--- src/rtl/aha_reset_sequencer.sv ---
// aha_reset_sequencer
//   Power-on / system reset sequencer with CPU deep-sleep handshake.
//   After reset sources go quiet, all resets stay low for HOLD_CYCLES edges.
//   The four domain resets are then released STAGGER edges apart (NIC, SRAM,
//   PERIPH, DMA/CGRA), and CPU_SYSRESETn follows STAGGER edges after that.
//   In RUN, the block drives the SLEEPHOLD / WIC / gated-clock handshake for
//   CPU deep sleep and wake.
//
// Ports
//   MASTER_CLK, PORESETn        clock; async active-low power-on reset
//   SYSRESETREQ, WDOG_RESET_REQ,
//   LOCKUP                      reset sources (LOCKUP gated by LOCKUP_RST_EN)
//   SLEEPDEEP, SLEEPHOLDACKn    CPU sleep status / sleep-hold ack (low = ack)
//   PMU_WIC_EN_ACK, PMU_WAKEUP  PMU handshake inputs
//   DOM_RESETn[3:0]             domain resets, active-low
//   CPU_SYSRESETn               CPU system reset, active-low
//   SLEEPHOLDREQn               sleep-hold request to CPU, active-low
//   PMU_WIC_EN_REQ              WIC-enable request to PMU
//   CPU_GCLK_EN                 CPU gated-clock enable
//   RESET_CAUSE[2:0]            sticky cause: [0] SYSRESETREQ [1] WDOG [2] LOCKUP
//   SEQ_STATE[2:0]              FSM state encoding
// All outputs come straight from flops.
module aha_reset_sequencer #(
  parameter int HOLD_CYCLES   = 16,
  parameter int STAGGER       = 4,
  parameter bit LOCKUP_RST_EN = 1'b1
) (
  input  logic       MASTER_CLK,
  input  logic       PORESETn,
  input  logic       SYSRESETREQ,
  input  logic       WDOG_RESET_REQ,
  input  logic       LOCKUP,
  input  logic       SLEEPDEEP,
  input  logic       SLEEPHOLDACKn,
  input  logic       PMU_WIC_EN_ACK,
  input  logic       PMU_WAKEUP,
  output logic [3:0] DOM_RESETn,
  output logic       CPU_SYSRESETn,
  output logic       SLEEPHOLDREQn,
  output logic       PMU_WIC_EN_REQ,
  output logic       CPU_GCLK_EN,
  output logic [2:0] RESET_CAUSE,
  output logic [2:0] SEQ_STATE
);

  typedef enum logic [2:0] {
    RST_HOLD = 3'd0,
    RELEASE  = 3'd1,
    RUN      = 3'd2,
    SLP_HOLD = 3'd3,
    WIC_REQ  = 3'd4,
    DEEP     = 3'd5,
    WAKE     = 3'd6
  } state_t;

  localparam logic [7:0] HOLD_LAST    = 8'(HOLD_CYCLES - 1);
  localparam logic [7:0] STAGGER_LAST = 8'(STAGGER - 1);

  state_t     state_q, state_d;
  logic [7:0] cnt_q, cnt_d;
  // Release stage: 0..3 = domain reset k next, 4 = CPU reset next. The
  // counter restarts every STAGGER edges so 5*STAGGER never overflows it.
  logic [2:0] stage_q, stage_d;
  logic [3:0] dom_q, dom_d;
  logic       cpu_q, cpu_d;
  logic       shreq_n_q, shreq_n_d;
  logic       wic_q, wic_d;
  logic       gclk_q, gclk_d;
  logic [2:0] cause_q, cause_d;

  logic [2:0] src;
  logic       rst_req;

  assign src     = {LOCKUP & LOCKUP_RST_EN, WDOG_RESET_REQ, SYSRESETREQ};
  assign rst_req = |src;

  always_ff @(posedge MASTER_CLK or negedge PORESETn) begin
    if (!PORESETn) begin
      state_q   <= RST_HOLD;
      cnt_q     <= 8'd0;
      stage_q   <= 3'd0;
      dom_q     <= 4'b0000;
      cpu_q     <= 1'b0;
      shreq_n_q <= 1'b1;
      wic_q     <= 1'b0;
      gclk_q    <= 1'b1;
      cause_q   <= 3'b000;
    end else begin
      state_q   <= state_d;
      cnt_q     <= cnt_d;
      stage_q   <= stage_d;
      dom_q     <= dom_d;
      cpu_q     <= cpu_d;
      shreq_n_q <= shreq_n_d;
      wic_q     <= wic_d;
      gclk_q    <= gclk_d;
      cause_q   <= cause_d;
    end
  end

  always_comb begin
    state_d   = state_q;
    cnt_d     = cnt_q;
    stage_d   = stage_q;
    dom_d     = dom_q;
    cpu_d     = cpu_q;
    shreq_n_d = shreq_n_q;
    wic_d     = wic_q;
    gclk_d    = gclk_q;
    cause_d   = cause_q;

    if (state_q != RST_HOLD && rst_req) begin
      // Reset request beats any sleep/wake move taken this cycle.
      state_d   = RST_HOLD;
      dom_d     = 4'b0000;
      cpu_d     = 1'b0;
      shreq_n_d = 1'b1;
      wic_d     = 1'b0;
      gclk_d    = 1'b1;
      cause_d   = src;
    end else begin
      case (state_q)
        RST_HOLD: begin
          dom_d     = 4'b0000;
          cpu_d     = 1'b0;
          shreq_n_d = 1'b1;
          wic_d     = 1'b0;
          gclk_d    = 1'b1;
          cause_d   = cause_q | src;
          if (rst_req)                 cnt_d   = 8'd0;
          else if (cnt_q == HOLD_LAST) state_d = RELEASE;
          else                         cnt_d   = cnt_q + 8'd1;
        end
        RELEASE: begin
          if (cnt_q == STAGGER_LAST) begin
            cnt_d = 8'd0;
            if (stage_q == 3'd4) begin
              cpu_d   = 1'b1;
              state_d = RUN;
            end else begin
              dom_d[stage_q[1:0]] = 1'b1;
              stage_d = stage_q + 3'd1;
            end
          end else begin
            cnt_d = cnt_q + 8'd1;
          end
        end
        RUN: begin
          if (SLEEPDEEP) begin
            state_d   = SLP_HOLD;
            shreq_n_d = 1'b0;
          end
        end
        SLP_HOLD: begin
          // Ack is checked first so it wins a same-cycle SLEEPDEEP drop.
          if (!SLEEPHOLDACKn) begin
            state_d = WIC_REQ;
            wic_d   = 1'b1;
          end else if (!SLEEPDEEP) begin
            state_d   = RUN;
            shreq_n_d = 1'b1;
          end
        end
        WIC_REQ: begin
          if (PMU_WIC_EN_ACK) begin
            state_d = DEEP;
            gclk_d  = 1'b0;
          end
        end
        DEEP: begin
          if (PMU_WAKEUP) begin
            state_d = WAKE;
            gclk_d  = 1'b1;
            wic_d   = 1'b0;
          end
        end
        WAKE: begin
          if (!PMU_WIC_EN_ACK) begin
            state_d   = RUN;
            shreq_n_d = 1'b1;
          end
        end
        default: begin
          // Unused encoding: recover through a full reset sequence.
          state_d   = RST_HOLD;
          dom_d     = 4'b0000;
          cpu_d     = 1'b0;
          shreq_n_d = 1'b1;
          wic_d     = 1'b0;
          gclk_d    = 1'b1;
        end
      endcase
    end

    if (state_d != state_q) begin
      cnt_d = 8'd0;
      if (state_d != RELEASE || state_q != RELEASE) stage_d = 3'd0;
    end
  end

  assign DOM_RESETn     = dom_q;
  assign CPU_SYSRESETn  = cpu_q;
  assign SLEEPHOLDREQn  = shreq_n_q;
  assign PMU_WIC_EN_REQ = wic_q;
  assign CPU_GCLK_EN    = gclk_q;
  assign RESET_CAUSE    = cause_q;
  assign SEQ_STATE      = state_q;

endmodule

--- config.mk ---
export PLATFORM = sky130hd
export DESIGN_NAME = aha_reset_sequencer
export DESIGN_NICKNAME = d
export VERILOG_FILES = /design/src/rtl/aha_reset_sequencer.sv
export SDC_FILE = /design/constraint.sdc
export NUM_CORES = 1
export LEC_CHECK = 0
export ABC_AREA = 1
export BUFFER_PORTS_ARGS = -buffer_cell sky130_fd_sc_hd__clkbuf_2
export CORE_MARGIN = 2
export CORE_UTILIZATION = 50
export CTS_CLUSTER_DIAMETER = 120
export DETAILED_ROUTE_END_ITERATION = 10
export GPL_TIMING_DRIVEN = 0
export PLACE_DENSITY = 0.75
export SETUP_SLACK_MARGIN = 0.2
export SKIP_LAST_GASP = 1
export SYNTH_ARGS = -nofsm -noshare
export SYNTH_HDL_FRONTEND = slang
export SYNTH_SLANG_ARGS = --single-unit
--- constraint.sdc ---
create_clock -name MASTER_CLK -period 1.5 [get_ports MASTER_CLK]
set_input_delay 0.225 -clock MASTER_CLK [delete_from_list [all_inputs] [get_ports MASTER_CLK]]
set_output_delay 0.225 -clock MASTER_CLK [all_outputs]
set_load 0.05 [all_outputs]
==> results of run 1 <==
-- critical path: cells and delay by family, from the launching register on --
kind / cells / cell delay [ns]
flip-flops: 1 / 0.56
AO/OA/AOI/OAI: 1 / 0.09
buffers and inverters: 1 / 0.14
AND/OR/NAND/NOR: 9 / 0.88
-- final cells by class --
cell class | count | area [µm²]
multi-input cells | 163 | 926
fillers | 208 | 783
flip-flops and latches | 25 | 637
repair buffers | 53 | 438
inverters | 29 | 121
well taps | 44 | 55.1
plain buffers | 3 | 33.8
clock buffers | 4 | 26.3
repair inverters | 1 | 7.51
-- path summary, 6_finish.rpt --
path                       slack [ns]  cells past startpoint             end
setup / recovery                -0.29                     11        cnt_q[6]
hold / removal                   0.07                      3  RESET_CAUSE[0]
setup reg to reg                -0.29                     11        cnt_q[6]
hold reg to reg                  0.48                      2     CPU_GCLK_EN
max in group asynchronous        0.64                      2    SEQ_STATE[0]
min in group asynchronous        0.40                      2  RESET_CAUSE[1]
-- stage by stage --
step / utilization / setup TNS [ns] / worst slack (ns) / hold slack, ns
after global routing: 0.741 / -5.51 / -0.409 / 0.0999
after detailed placement: 0.588 / -3.39 / -0.320 / 0.273
after floorplan: - / -1.41 / -0.128 / -0.0706
final: 0.741 / -3.69 / -0.291 / 0.0693
after global placement: 0.588 / -3.01 / -0.325 / 0.271
after CTS: 0.695 / -2.45 / -0.220 / 0.0817
-- state kept, by name, summed over array words and instances (netlist names) --
register / count
SEQ_STATE: 3
RESET_CAUSE: 3
SLEEPHOLDREQn: 1
stage_q: 3
CPU_SYSRESETn: 1
CPU_GCLK_EN: 1
DOM_RESETn: 4
PMU_WIC_EN_REQ: 1
cnt_q: 8
-- layer usage --
metal  wire length, µm  GRT usage
met5                 0          0
met4               135      0.105
met3               178     0.0281
met2              2130      0.399
met1              1850      0.307
-- repair_timing --
item	CTS	global route
endpoints found under the setup margin	26	29
pin swaps	9	11
hold buffers	1	0
setup buffers	21	8
hold endpoints to repair	23	0
cloned	2	0
resized for setup	32	26
-- kinds of logic after synthesis --
family | synth area share
AO/OA/AOI/OAI | 0.0924
XOR/XNOR | 0.0331
adder cells (fa/ha/maj) | 0.0395
buffers and inverters | 0.0892
flip-flops | 0.396
AND/OR/NAND/NOR | 0.350
-- power by group through the flow --
stage                     clock (mW)  combinational [mW]  sequential [mW]
after floorplan                    0              0.0371            0.710
after detailed placement           0              0.0700            0.712
after CTS                      0.322              0.0977            0.695
after global placement             0              0.0698            0.712
after global routing           0.348               0.139            0.700
final                          0.325               0.125            0.697
-- cell usage after synthesis (all sizes together) --
library cell  count
a21boi            2
a21oi             8
a31oi             1
a32o              1
buf               3
dfrtp            23
dfstp             2
ha                5
inv              29
nand2            53
nand3            17
nand4             3
nor2             45
nor3              8
o211ai            1
o21a              1
o21ai            12
xnor2             1
xor2              5
==> qor.yml, run 1 <==
status: "finished, violations left"
violations: "setup timing"
place.port_buffers: 22
cts_tree: "done"
wl_per_cell_um: 13.3
clk_path_buf_depth: 2
totalWireLength_um: 4290
period_minus_slack_ns: 1.79
hold_class: "in2reg"
grt_antenna_before_repair: 0
postSynthCellCount: 220
rsz0062_at_grt: "true"
grt_pass1_vias: 1538
setup_ws_ns: -0.291
p_leak_nw: 1.10
cts.sinks: 25
dr.pass1.iters: 4
die_h_um: 60.3
ys_top_cells_by_area: "dfrtp_1, nand2_1, nor2_1"
swShare: 0.254
grt.total_usage: 0.238
ys_warn_count: 0
cpMaxStageDelayCell: "dfrtp_4"
cp-startpoint: "SEQ_STATE[0]"
gr-total-overflow: 0
gp_congestion: 0.869
max_slew.worst_pin.slew_ns: 0.615
combPwrFrac: 0.109
min_from: "SYSRESETREQ"
via_count: 1677
final_area_mm2: 0.00224
synth_top_area_frac: 0.363
clkTransAtPathRegs_ns: 0.16
drtIter0Drc: 70
worstSkewPairLatency_ns: 0.34
antennaDiodeCount: 0
cts_made_buffers: 3
clkPwrFrac: 0.283
synthesis.nets: 234
end_kind: "flop"
placed_cell_area_mm2: 0.00178
regToRegStartpoint: "SEQ_STATE[0]"
yosys_register_bits: 25
maxSlewHeadroom: 0.590
layout.cells.most_common: "nand2_1"
slowest_delay_ns: 0.56
power_density_mw_per_mm2: 511
maxCapViolations: 0
drc: 0
ys_seq_area_frac: 0.396
arrival_ns: 2.02
viasPerCell: 5.21
syn_area_mm2: 0.00159
slew_violations: 0
grt_first_pass_wirelength_um: 6580
yosys.area.top_type: "dfrtp_1"
pin_count: 23
hold_violations: 0
period_share: 1.19
avgSynthCellArea_um2: 7.21
layout-drive-gt1-share: 0.388
rows: 20
ys_types: 28
final_cells: 322
cp.required_ns: 1.73
intPower_uw: 854
grt_max_degree: 26
placed_cells: 286
fp.dieArea_mm2: 0.00364
cts_root_buf: "clkbuf_4"
dieWidth_um: 60.3
setup_violations: 20
hpwl_um: 2520
cp_max_fo: 6
fmax_mhz: 558
area_growth_syn_to_layout_pct: 41.6
critPathMostFrequentCell: "nand2_1"
power_switching_uw: 292
start_kind: "flop"
initial_utilization: 0.524
core_mm2: 0.00303
nets: 293
cts-htree-levels: 1
antenna_left: 0
peakVddDrop_uv: 425
clock_skew_ns: 0.0194
layout_common_cells: "nand2_1, nor2_1, buf_4"
power_mw: 1.15
power_frac_seq: 0.608
worstPathCellList: "nor2_4 -> nand2_2 -> nor2_1 -> a21oi_2 -> nand3_2 -> nand2_1 -> nand2_1 -> nand2_1 -> nand2_2 -> buf_6 -> nor2_1"
critPathKind: "reg2reg"
Note: power is estimated with default switching activity, not from simulation.
==> run 2, diff against run 1 <==
==> constraint.sdc (replaced) <==
create_clock -name MASTER_CLK -period 1.5 [get_ports MASTER_CLK]
set_input_delay 0.225 -clock MASTER_CLK [delete_from_list [all_inputs] [get_ports MASTER_CLK]]
set_output_delay 0.225 -clock MASTER_CLK [all_outputs]
set_load 0.1 [all_outputs]
==> run 2 against run 1 <==
Net effect:
- the run still ends with setup timing left
- non-clock buffer count increased by 18
- maximum frequency decreased by 6.1%
- clock skew decreased by 0.0098 ns
- combinational power increased by 12%
- die area unchanged
- sequential power increased by 2%
- first-iteration DRC count increased by 150%
==> qor.yml, run 2 (synthesis results as in run 1) <==
worstSkewPairLatency_ns: 0.33  # about the same
drc: 0  # unchanged
arrival_ns: 2.14  # +0.12 ns
layout-drive-gt1-share: 0.471  # +0.0827
period_share: 1.27  # +0.0781
grt_first_pass_wirelength_um: 6670  # +1.4%
via_count: 1922  # +15%
grt_pass1_vias: 1545  # +0.46%
highest_layer: "met4"
pin_count: 23  # unchanged
maxSlewHeadroom: 0.577  # -0.0130
setup_tns_ns: -5.33  # -1.64 ns
status: "finished, violations left"
final_util: 0.829  # +0.0880
routed-wl-met2_um: 2960  # +39%
die_h_um: 60.3  # unchanged
fmax_mhz: 524  # -6.1%
power_mw: 1.17  # +1.8%
clock_skew_ns: 0.00966  # -0.00975 ns
critPathKind: "reg2reg"
place.port_buffers: 22  # unchanged
cts.sinks: 25  # unchanged
end_kind: "flop"
rsz0062_at_grt: "true"
fp.dieArea_mm2: 0.00364  # unchanged
peakVddDrop_uv: 479  # +13%
wl_per_cell_um: 17.8  # +34%
placed_cell_area_mm2: 0.00180  # +0.84%
wl_met3_um: 441  # +150%
initial_utilization: 0.524  # unchanged
cts-htree-levels: 1  # unchanged
layout.cells.most_common: "buf_4"
start_kind: "flop"
grt_max_degree: 26  # unchanged
violations: "setup timing"
hold_violations: 0  # unchanged
maxCapViolations: 0  # unchanged
layout_common_cells: "buf_4, nand2_1, nor2_1"
slew_violations: 0  # unchanged
largest_register: "cnt_q"
cts_made_buffers: 3  # unchanged
hpwl_um: 2490  # -1.3%
cts_root_buf: "clkbuf_4"
clk_path_buf_depth: 2  # unchanged
grt_antenna_before_repair: 0  # unchanged
max_slew.worst_pin.slew_ns: 0.635  # +0.0195 ns
setup_ws_ns: -0.408  # -0.117 ns
nets: 310  # +5.8%
rows: 20  # unchanged
antennaDiodeCount: 0  # unchanged
totalWireLength_um: 6040  # +41%
antenna_left: 0  # unchanged
cp.required_ns: 1.73  # about the same
gr-total-overflow: 0  # unchanged
dieWidth_um: 60.3  # unchanged
power_density_mw_per_mm2: 465  # -9.0%
period_minus_slack_ns: 1.91  # +0.117 ns
clkTransAtPathRegs_ns: 0.15  # about the same
setup_violations: 21  # +5.0%
wl_met1_um: 2350  # +27%
grt.total_usage: 0.247  # +0.00886
core_mm2: 0.00303  # unchanged
dr.pass1.iters: 4  # unchanged
p_leak_nw: 1.22  # +11%
drtIter0Drc: 174  # +150%
viasPerCell: 5.67  # +8.9%
gp_congestion: 0.941  # +8.4%
hold_class: "in2reg"
area_growth_syn_to_layout_pct: 58.4
cts_tree: "done"
largest_register_ffs: 8  # unchanged
cp_max_fo: 7  # +1
final_area_mm2: 0.00251  # +12%
==> run 2: changes by cell type in the layout (fill, tap and decap cells not counted), moves of 5 or more <==
cell,change
o21ai_2,+5
buf_4,+18
clkbuf_2,-9
nand2_1,-5
clkbuf_4,+7
nand2_2,+5
==> run 2: final timing paths <==
| path | start | to | slack [ns] | depth (start not counted) |
|---|---|---|---|---|
| worst min register to register | RESET_CAUSE[2] | RESET_CAUSE[2] | 0.49 | 2 |
| min in group asynchronous | PORESETn | stage_q[0] | 0.44 | 2 |
| worst max-delay path | SEQ_STATE[1] | cnt_q[3] | -0.41 | 11 |
| max in group asynchronous | PORESETn | SEQ_STATE[0] | 0.59 | 2 |
| worst min-delay path | LOCKUP | RESET_CAUSE[2] | 0.11 | 3 |
| worst max register to register | SEQ_STATE[1] | cnt_q[3] | -0.41 | 11 |
==> run 2: per-stage QoR <==
| step | hold WS (ns) | worst slack (ns) | std cells |
|---|---|---|---|
| global route | 0.128 | -0.462 | 339 |
| CTS | 0.0893 | -0.233 | 319 |
| floorplan | -0.0706 | -0.232 | 220 |
| global placement | 0.267 | -0.310 | 286 |
| detailed placement | 0.268 | -0.347 | 286 |
| finish | 0.107 | -0.408 | 339 |
==> run 2: worst max-delay path, stage by stage, from the launching register on <==
cell     delay, ns
dfrtp_4       0.55
nor2_4        0.14
nand2_2       0.10
nand2_2       0.11
inv_2         0.08
nor3_4        0.21
nand2_4       0.11
inv_4         0.09
buf_6         0.10
nor2_1        0.04
a21oi_1       0.21
nor2_2        0.07
==> run 2: report_power, final <==
part           switching [mW]  internal (mW)
clock network           0.214          0.104
logic                  0.0718         0.0680
registers              0.0192          0.690
==> run 2: layer usage <==
layer / vias to the layer above / global-route usage
met5: - / 0
met4: 0 / 0.133
met3: 34 / 0.0238
met2: 126 / 0.410
met1: 910 / 0.315
li1: 852 / -
==> run 2: area by class of cell <==
class,count,area [µm²]
Fill cell,159,517
Multi-Input combinational cell,163,993
Timing Repair Buffer,71,642
Inverter,29,116
Buffer,3,37.5
Tap cell,44,55.1
Sequential cell,25,641
Clock buffer,4,26.3
==> run 2: repair_timing <==
action	CTS	global route
endpoints found under the hold margin	23	0
endpoints found under the setup margin	35	32
hold buffers	1	0
resized for setup	40	50
pin swaps	14	23
setup buffers	27	20
gates cloned	1	0
